===== config.mk =====
export PLATFORM = sky130hd
export DESIGN_NAME = jk_ff_tester
export DESIGN_NICKNAME = d
export VERILOG_FILES = /design/src/rtl/jk_ff_tester.sv
export SDC_FILE = /design/constraint.sdc
export NUM_CORES = 1
export LEC_CHECK = 0
export CAP_MARGIN = 20
export CORE_MARGIN = 3
export CORE_UTILIZATION = 50
export DETAILED_ROUTE_END_ITERATION = 6
export HOLD_SLACK_MARGIN = 0.1
export MAX_ROUTING_LAYER = met4
export PLACE_DENSITY = 0.73
export SETUP_SLACK_MARGIN = 0.3
export SLEW_MARGIN = 20
export SYNTH_ARGS = -nofsm -noshare
export SYNTH_HDL_FRONTEND = slang
export SYNTH_SLANG_ARGS = --single-unit

===== constraint.sdc =====
create_clock -name cp -period 5.1 [get_ports cp]
set_input_delay 1.02 -clock cp [delete_from_list [all_inputs] [get_ports cp]]
set_output_delay 1.02 -clock cp [all_outputs]
set_load 0.03 [all_outputs]

===== src/rtl/jk_ff_tester.sv =====
// jk_ff_tester: drives the negative-edge JK flip-flop cell through a clear,
// a preset and REPEAT passes of an 8-entry JK vector table. It compares
// Q/Q_ against an internal model one cycle after each stimulus, and reports
// pass, a saturating error count and the index of the first failing check.
module jk_ff_tester #(
    parameter int unsigned REPEAT = 1
) (
    input  logic       cp,
    input  logic       r_,
    input  logic       start,
    input  logic       dut_q,
    input  logic       dut_q_,
    output logic       dut_j,
    output logic       dut_k,
    output logic       dut_s_,
    output logic       dut_r_,
    output logic       busy,
    output logic       done,
    output logic       pass,
    output logic [7:0] err_cnt,
    output logic [7:0] fail_idx
);

    typedef enum logic [2:0] {
        IDLE,
        CLR,
        SET,
        RUN,
        LAST,
        DONE
    } state_t;

    // Pass counter value of the final pass through the vector table.
    localparam logic [4:0] LAST_PASS = 5'(REPEAT - 1);
    localparam logic [7:0] NO_FAIL   = 8'hFF;

    // Fixed JK stimulus table, returned as {j,k}.
    function automatic logic [1:0] vec_jk(input logic [2:0] step);
        logic [1:0] jk;
        case (step)
            3'd0:    jk = 2'b00;
            3'd1:    jk = 2'b01;
            3'd2:    jk = 2'b10;
            3'd3:    jk = 2'b11;
            3'd4:    jk = 2'b11;
            3'd5:    jk = 2'b00;
            3'd6:    jk = 2'b10;
            default: jk = 2'b01;
        endcase
        return jk;
    endfunction

    // Reference JK behaviour: hold, clear, set, toggle.
    function automatic logic jk_next(input logic q, input logic [1:0] jk);
        logic nq;
        case (jk)
            2'b00:   nq = q;
            2'b01:   nq = 1'b0;
            2'b10:   nq = 1'b1;
            default: nq = ~q;
        endcase
        return nq;
    endfunction

    state_t     state_q, state_d;
    logic [2:0] step_q, step_d;
    logic [4:0] pcnt_q, pcnt_d;
    logic       j_q, j_d;
    logic       k_q, k_d;
    logic       set_n_q, set_n_d;
    logic       clr_n_q, clr_n_d;
    logic       qexp_q, qexp_d;
    logic       chk_pend_q, chk_pend_d;
    logic [7:0] chk_idx_q, chk_idx_d;
    logic       chk_exp_q, chk_exp_d;
    logic       busy_q, busy_d;
    logic       done_q, done_d;
    logic       pass_q, pass_d;
    logic [7:0] err_q, err_d;
    logic [7:0] fidx_q, fidx_d;

    logic       chk_fail;
    logic [2:0] step_nx;
    logic [4:0] pcnt_nx;
    logic [1:0] jk_nx;
    logic       q_nx;
    logic [1:0] jk_first;
    logic       q_first;

    // A pending check fails on a wrong Q or on Q_ not being the complement of Q.
    always_comb begin
        chk_fail = chk_pend_q && ((dut_q != chk_exp_q) || (dut_q_ == dut_q));
    end

    // Next table position and model value while walking the vector table.
    always_comb begin
        step_nx  = step_q + 3'd1;
        pcnt_nx  = (step_q == 3'd7) ? pcnt_q + 5'd1 : pcnt_q;
        jk_nx    = vec_jk(step_nx);
        q_nx     = jk_next(qexp_q, jk_nx);
        jk_first = vec_jk(3'd0);
        q_first  = jk_next(qexp_q, jk_first);
    end

    // Sequencer next-state, stimulus and result bookkeeping.
    always_comb begin
        state_d    = state_q;
        step_d     = step_q;
        pcnt_d     = pcnt_q;
        j_d        = j_q;
        k_d        = k_q;
        set_n_d    = set_n_q;
        clr_n_d    = clr_n_q;
        qexp_d     = qexp_q;
        chk_pend_d = 1'b0;
        chk_idx_d  = chk_idx_q;
        chk_exp_d  = chk_exp_q;
        busy_d     = busy_q;
        done_d     = 1'b0;
        pass_d     = pass_q;
        err_d      = err_q;
        fidx_d     = fidx_q;

        if (chk_fail) begin
            if (err_q != 8'hFF) begin
                err_d = err_q + 8'd1;
            end
            if (fidx_q == NO_FAIL) begin
                fidx_d = chk_idx_q;
            end
        end

        unique case (state_q)
            IDLE: begin
                if (start) begin
                    state_d    = CLR;
                    busy_d     = 1'b1;
                    err_d      = 8'd0;
                    pass_d     = 1'b0;
                    fidx_d     = NO_FAIL;
                    j_d        = 1'b0;
                    k_d        = 1'b0;
                    clr_n_d    = 1'b0;
                    qexp_d     = 1'b0;
                    chk_pend_d = 1'b1;
                    chk_idx_d  = 8'd0;
                    chk_exp_d  = 1'b0;
                end
            end
            CLR: begin
                state_d    = SET;
                clr_n_d    = 1'b1;
                set_n_d    = 1'b0;
                qexp_d     = 1'b1;
                chk_pend_d = 1'b1;
                chk_idx_d  = 8'd1;
                chk_exp_d  = 1'b1;
            end
            SET: begin
                state_d    = RUN;
                set_n_d    = 1'b1;
                step_d     = 3'd0;
                pcnt_d     = 5'd0;
                {j_d, k_d} = jk_first;
                qexp_d     = q_first;
                chk_pend_d = 1'b1;
                chk_idx_d  = 8'd2;
                chk_exp_d  = q_first;
            end
            RUN: begin
                if ((step_q == 3'd7) && (pcnt_q == LAST_PASS)) begin
                    state_d = LAST;
                    j_d     = 1'b0;
                    k_d     = 1'b0;
                end else begin
                    step_d     = step_nx;
                    pcnt_d     = pcnt_nx;
                    {j_d, k_d} = jk_nx;
                    qexp_d     = q_nx;
                    chk_pend_d = 1'b1;
                    chk_idx_d  = {pcnt_nx, step_nx} + 8'd2;
                    chk_exp_d  = q_nx;
                end
            end
            LAST: begin
                state_d = DONE;
            end
            DONE: begin
                state_d = IDLE;
                busy_d  = 1'b0;
                done_d  = 1'b1;
                pass_d  = (err_d == 8'd0);
            end
            default: begin
                state_d = IDLE;
            end
        endcase
    end

    // State and output registers; reset releases the flip-flop pins at once.
    always_ff @(posedge cp or negedge r_) begin
        if (!r_) begin
            state_q    <= IDLE;
            step_q     <= 3'd0;
            pcnt_q     <= 5'd0;
            j_q        <= 1'b0;
            k_q        <= 1'b0;
            set_n_q    <= 1'b1;
            clr_n_q    <= 1'b1;
            qexp_q     <= 1'b0;
            chk_pend_q <= 1'b0;
            chk_idx_q  <= 8'd0;
            chk_exp_q  <= 1'b0;
            busy_q     <= 1'b0;
            done_q     <= 1'b0;
            pass_q     <= 1'b0;
            err_q      <= 8'd0;
            fidx_q     <= NO_FAIL;
        end else begin
            state_q    <= state_d;
            step_q     <= step_d;
            pcnt_q     <= pcnt_d;
            j_q        <= j_d;
            k_q        <= k_d;
            set_n_q    <= set_n_d;
            clr_n_q    <= clr_n_d;
            qexp_q     <= qexp_d;
            chk_pend_q <= chk_pend_d;
            chk_idx_q  <= chk_idx_d;
            chk_exp_q  <= chk_exp_d;
            busy_q     <= busy_d;
            done_q     <= done_d;
            pass_q     <= pass_d;
            err_q      <= err_d;
            fidx_q     <= fidx_d;
        end
    end

    assign dut_j    = j_q;
    assign dut_k    = k_q;
    assign dut_s_   = set_n_q;
    assign dut_r_   = clr_n_q;
    assign busy     = busy_q;
    assign done     = done_q;
    assign pass     = pass_q;
    assign err_cnt  = err_q;
    assign fail_idx = fidx_q;

endmodule

* Word level (Yosys, flattened, before mapping) *
Cells that the tools add are included.

word-level totals
  word-level logic and storage cells = 105
  bits in registers = 45
  input bits = 5
  output and inout bits = 23

operators by class
  reductions and logical operators = 26
  eq/ne operators = 20
  mux-type cells = 38
  $add $sub $neg = 4
  bitwise gates (word level) = 1

operators by type and width
  cell                 count
  $mux 8               10
  $pmux 8 s4           1
  $eq 3x3->1 const B   6
  $pmux 1 s3           5
  $pmux 3 s5           1
  $eq 3x2->1 const B   4
  $mux 5               2
  $pmux 5 s2           1
  $reduce_and 2->1     5
  $mux 3               3
  $add 8x1->8 const B  1
  $add 8x2->8 const B  1
  $eq 8x8->1 const B   1
  $logic_not 8->1      1
  $mux 1               8
  $ne 8x8->1 const B   1
  $pmux 1 s2           4
  $reduce_bool 2->1    4
  $reduce_or 2->1      4
  $logic_not 3->1      2
  $ne 2x2->1 const B   3
  $pmux 2 s3           1
  $pmux 3 s2           1
  $reduce_and 3->1     2
  15 further kinds     17

* Longest topological paths before layout *
Gate-level depths: netlist of the first run.

  depth in word-level cells = 8
  gate-level depth with buffers = 8
  gate-level depth less buffers = 7

* Least setup slack after synthesis of the first run *
OpenSTA, ideal clock, no wires.

  path type = input-to-reg
  start = in start
  end = reg chk_idx_q[1]
  setup slack = 2,907 ps
  cell stages on the path = 5
  data arrival time = 2,075 ps
  library setup time = 118 ps
  required time = 4,982 ps
  path buffers = 1
  cell sequence = or3b_2 > nor2_4 > nor2_2 > buf_4 > a21o_1

on the way
  cells in the longest elaborated chain, start to end = 2

ends and longest elaborated chain
  item                               RTL line  RTL
  from (decl)                        10        input logic start,
  $ne 2x2->1 (no source line)        -
  $reduce_and 3->1 (no source line)  -
  to (signal assigned)               229       chk_idx_q <= chk_idx_d;
  to (decl)                          74        logic [7:0] chk_idx_q, chk_idx_d;

Every way passes these cells.
A chain may end at the register's enable or synchronous reset.

* Worst setup path after layout of the first run *
  start = in start
  end = reg qexp_q, in the netlist q_first

on the way
  cells in the longest elaborated chain, start to end = 2

ends and longest elaborated chain
  item                               RTL line  RTL
  $ne 2x2->1 (no source line)        -
  $reduce_and 3->1 (no source line)  -
  to (signal assigned)               227       qexp_q <= qexp_d;
  to (decl)                          72        logic qexp_q, qexp_d;

Every way passes these cells.

==> results of run 1 <==
power by group through the flow:
| stage | Combinational (mW) | Sequential (mW) | Clock [mW] |
|---|---|---|---|
| detailed placement | 0.953 | 0.705 | 0 |
| global route | 1.05 | 0.727 | 0.290 |
| finish | 0.952 | 0.698 | 0.267 |
| floorplan | 0.568 | 0.797 | 0 |
| CTS | 0.959 | 0.698 | 0.273 |
| global placement | 0.940 | 0.702 | 0 |
sequential cells by signal (all words and copies together) (netlist names):
| register | flops |
|---|---|
| busy | 1 |
| chk_exp_q | 1 |
| chk_idx_q | 8 |
| chk_pend_q | 1 |
| done | 1 |
| dut_j | 1 |
| dut_k | 1 |
| dut_r_ | 1 |
| dut_s_ | 1 |
| err_cnt | 8 |
| fail_idx | 8 |
| pass | 1 |
| pcnt_q | 5 |
| q_first | 1 |
| state_q | 3 |
| step_q | 3 |
worst min-delay path by stage:
stage	from	endpoint	slack (ns)	cells after the start
after floorplan	chk_idx_q[0]	chk_idx_q[0]	0.43	2
after global placement	dut_s_	dut_s_	0.45	2
after detailed placement	busy	busy	0.47	2
after CTS	dut_s_	dut_s_	0.48	2
after global routing	dut_s_	dut_s_	0.50	2
final	dut_s_	dut_s_	0.48	2
cell type report:
cell class | count | area (µm²)
fill | 404 | 1710
multi-input combinational | 190 | 1180
sequential | 45 | 1140
timing repair buffer | 27 | 265
clock buffer | 5 | 68.8
tap | 52 | 65.1
clock inverter | 3 | 46.3
inverter | 8 | 30.0
routing by layer:
layer	vias up	share of wire, %	global-route usage, %
li1	951	-	-
met1	913	48	25.8
met2	40	47	28.0
met3	4	4.1	4.22
met4	0	1.1	4.66
met5	-	0	-
kinds of logic (layout without fill, tap and decap cells):
logic type,after synthesis,count (layout),share of synthesized area (%)
and+or+nand+nor,104,104,22.5
xor gates and xnor gates,9,9,3.26
muxes,8,8,3.36
adders and majority gates,6,6,3.11
buffers and inverters,20,43,3.88
AOI/OAI and AO/OA,63,63,16.8
DFF,45,45,47.1
worst reg2reg max path, cell delays in order, from the launching register on:
cell     delay (ns)
dfrtp_1        0.44
ha_1           0.18
ha_1           0.37
nor4b_2        0.37
a41oi_1        0.24
nor2_2         0.50
o21ai_0        0.20
o31ai_1        0.10
layout by cell type (no fill, tap or decap), types with 6 or more instances in the layout:
| cell | netlist | final |
|---|---|---|
| nand2_1 | 41 | 41 |
| dfrtp_1 | 35 | 35 |
| o21ai_0 | 27 | 27 |
| clkdlybuf4s50_1 | 0 | 26 |
| nor2_1 | 15 | 15 |
| dfstp_2 | 10 | 10 |
| inv_1 | 8 | 8 |
| nand4_1 | 8 | 8 |
| mux2i_1 | 7 | 7 |
| ha_1 | 6 | 6 |
metrics by stage:
step | power, mW | setup slack, ns | hold WS (ns) | util, %
after floorplan | 1.37 | 2.91 | 0.433 | -
after global placement | 1.64 | 2.32 | 0.453 | 59.6
after detailed placement | 1.66 | 2.24 | 0.467 | 59.6
after CTS | 1.93 | 2.53 | 0.482 | 62.1
after global routing | 2.07 | 2.36 | 0.503 | 62.1
final | 1.92 | 2.54 | 0.476 | 62.1
==> flow_summary.ini, run 1 <==
[die]
start_util_pct = 53.7
die-area_mm2 = 0.00570
ios = 28
row_count = 24
die_h_um = 75.5
core_mm2 = 0.00450
die_x_um = 75.5

[critical_path]
crit_buf_inv = 1
crit_cells = 6
crit_end = q_first
startpoint = start
critical_path.top_delay_family = simple AND/OR/NAND/NOR gates
cpMaxStageDelayCell = or3b_2
startpoint_type = input pin
rr_endpoint = q_first
cp_data_arrival_time_ns = 2.72
worstPathMaxFanout = 15
r2r_slack_ns = 2.61
crit_chain = clkdlybuf4s50_1, or3b_2, nor2_4, nor2_2, o21ai_0, o31ai_1
reg2regPathDepth = 7
cp.required_ns = 5.26
critPathKind = in2reg
worstSetupEndpointType = flip-flop
slowest_delay_ns = 0.50
rr_startpoint = step_q[0]

[global_route]
antenna_found_initial = 0
grt_pass1_wl_um = 7940
grt_start_max_net_pins = 46
grt_pass1_vias = 1726
grt_overflow = 0
track_usage_pct = 18.7

[place]
place_area_mm2 = 0.00268
dp.cells = 322
hpwl_um = 3500
port_buffers = 27
place.gp.congestion = 0.895

[pwr]
ir_drop_uv = 321
internal_power_mw = 1.09
switching_power_mw = 0.825
pwr-share-clk_pct = 13.9
pwr-share-seq_pct = 36.4
switching_share_pct = 43.1
p_leak_nw = 1.19
p_comb_share_pct = 49.7
cellPowerDensity_mw_per_mm2 = 685

[finish]
fin_cells = 330
n_antenna_cell = 0
area_growth_pct = 15.8
drive_gt1_share_pct = 11.9
design_area_mm2 = 0.00280
nNetsFinal = 288

[sta]
final.min_clock_period_ns = 2.56
setup_tns_ns = 0
skew_ns = 0.0119
max_slew.worst_pin.slew_ns = 0.948
drv_slew = 0
hold_violations = 0
fin_crit_sh_pct = 50.1
finalSetupViolCount = 0
fmax_ghz = 0.391
rsz0062_at_grt = no
slew_headroom_pct = 36.8

[synth]
synth-async-reset-ratio_pct = 100
synth_seq_cells = 45
yosys.area.top_type = dfrtp_1
syn_area_mm2 = 0.00242
ys_warn_count = 0
synthTopCellsByArea = dfrtp_1 (36%), dfstp_2 (11%), nand2_1 (6.4%)
ys_seq_area_share_pct = 47.1
syn_avg_cell_area_um2 = 9.48
synth_commonest_cells = nand2_1 (41), dfrtp_1 (35), o21ai_0 (27), nor2_1 (15), dfstp_2 (10)
synth_edf_count = 0
netlist.area_leader.share_pct = 36.2
synth_nets = 266
synth_ff_type = dfrtp_1
synthCells = 255
synth.most_common_cell = nand2_1
ys_types = 53

[cts]
ctsHoldBuffers = 0
clk_path_buf_depth = 2
cts_tree = built
cts_resized = 0
cts_setup_buffers = 0
clkSinkCount = 45
cts_buffers = 5
h-tree-depth = 2
cts_root_buffer = clkbuf_8
clk_pin_slew_ns = 0.09
clk_latency_ns = 0.29

[flow_run]
cap_violations = 0

[drt]
wl_per_cell_um = 14.5
ant_nets = 0
post-route-drc-count = 0
post_drt_via_cell_ratio = 5.78
drt-initial-drc-count = 84
dr.pass1.iters = 4
vias = 1908
routed_wl_um = 4790

[worst_hold_path]
hold_class = reg2reg

[status]
outcome = finished clean
Note: power is estimated with default switching activity, not from simulation.
==> run 2, diff against run 1 <==
Clock period 5.1 ns to 2.5 ns, I/O delays scaled along.
==> run 2 against run 1 <==
Against the previous run:
- sequential power is 100% higher
- non-clock buffer count is 4 higher
- clock power is 72% higher
- via count is 1.2% lower
- clock skew hardly changed
- combinational power is 110% higher
- routed wire length is 0.94% higher
- register-to-register slack worse by 2.2 ns
- highest routed layer unchanged
- critical path type is now reg2reg
- critical path depth is 1 higher
==> flow_summary.ini, run 2 (synthesis gave the netlist of run 1 again) <==
[pwr]
ir_drop_uv = 587
cellPowerDensity_mw_per_mm2 = 1370
p_leak_nw = 1.20

[finish]
final_common_cell = nand2_1
fin_util_pct = 62.5
final_cell_mix = nand2_1 (41), dfrtp_1 (35), o21ai_0 (27), clkdlybuf4s50_1 (26), nor2_1 (15)
n_antenna_cell = 0
fin_cells = 334
drive_gt1_share_pct = 13.5
nNetsFinal = 292
area_growth_pct = 16.4

[critical_path]
cp.required_ns = 2.68
worstPathMaxFanout = 9
critPathKind = reg2reg
startpoint_type = flip-flop
cp_data_arrival_time_ns = 2.24
worstSetupEndpointType = flip-flop

[drt]
ant_nets = 0
dr.pass1.iters = 4
wl_per_cell_um = 14.5
wl_met2_um = 2230
routed.top_layer = met4
routed_wl_um = 4840
wl_met3_um = 154
post_drt_via_cell_ratio = 5.65
vias = 1886
drt-initial-drc-count = 123
m1WireLength_um = 2390
post-route-drc-count = 0

[sta]
fin_crit_sh_pct = 82.4
hold_violations = 0
max_slew.worst_pin.slew_ns = 0.870
rsz0062_at_grt = no
fmax_ghz = 0.486
slew_headroom_pct = 42.0
setup_tns_ns = 0
final.min_clock_period_ns = 2.06
skew_ns = 0.0122
finalSetupViolCount = 0
worst_slack_ns = 0.441
drv_slew = 0

[place]
hpwl_um = 3560
dp.cells = 326
place_ws_ns = 0.198
port_buffers = 27
place.gp.congestion = 0.866

[global_route]
grt_pass1_wl_um = 7900
grt_pass1_vias = 1692
grt_start_max_net_pins = 41
grt_overflow = 0
track_usage_pct = 18.7
antenna_found_initial = 0

[cts]
cts_tree = built
clk_path_buf_depth = 2
clk_pin_slew_ns = 0.09
cts_root_buffer = clkbuf_8
h-tree-depth = 2
clkSinkCount = 45
clk_latency_ns = 0.30
cts_buffers = 5

[status]
outcome = finished clean

[die]
core_mm2 = 0.00450
start_util_pct = 53.7
die-area_mm2 = 0.00570
ios = 28
die_x_um = 75.5
row_count = 24
die_h_um = 75.5

[worst_hold_path]
hold_class = in2async

[flow_run]
cap_violations = 0
run 2: changes by cell type in the layout (fill, tap and decap cells not counted), sizes merged:
cell / previous run / this run
buf: 1 / 5
bufinv: 1 / 0
inv: 8 / 9
run 2: metal layers:
layer	up-vias	global-route usage, %
li1	958	-
met1	888	25.2
met2	33	28.3
met3	7	3.56
met4	0	6.21
met5	-	-
run 2: cell type report:
cell class / count / area, µm²
fillers: 404 / 1690
well taps: 52 / 65.1
clock inverters: 3 / 25.0
inverters: 8 / 30.0
repair buffers: 31 / 295
clock buffers: 5 / 68.8
flip-flops and latches: 45 / 1140
multi-input cells: 190 / 1190
run 2: worst paths after layout:
path                       startpoint           to  slack, ns  depth (start not counted)
min in group cp                dut_s_       dut_s_       0.47                          2
setup reg to reg            step_q[0]    step_q[0]       0.44                          7
max in group asynchronous          r_  fail_idx[4]       1.49                          2
hold reg to reg                dut_s_       dut_s_       0.47                          2
hold / removal                     r_    pcnt_q[1]       0.31                          1
setup / recovery            step_q[0]    step_q[0]       0.44                          7
run 2: power by group:
| group | internal, mW | switching, mW |
|---|---|---|
| registers | 1.08 | 0.337 |
| logic | 0.867 | 1.11 |
| clock network | 0.202 | 0.258 |
| total | 2.15 | 1.70 |
run 2: critical path: stages, from the launching register on:
cell and delay (ns):
dfrtp_1 0.45, ha_1 0.18, ha_1 0.16, nor4b_2 0.31, and2_2 0.32, nor2_2 0.08
mux2_2 0.27, a22o_1 0.18
run 2: stage by stage:
step                      power (mW)  cell area (µm²)  hold WS [ns]
after floorplan                 2.78             2420         0.204
final                           3.85             2810         0.306
after CTS                       3.88             2810         0.335
after global placement          3.38             2710         0.455
after detailed placement        3.40             2710         0.454
after global routing            4.15             2810         0.374
run 2: what timing repair did:
item / 4_1_cts / 5_1_grt
resized for setup: 0 / 3
setup buffers: 0 / 0
hold endpoints to repair: 0 / 0
hold buffers: 0 / 0
setup endpoints to repair: 0 / 14
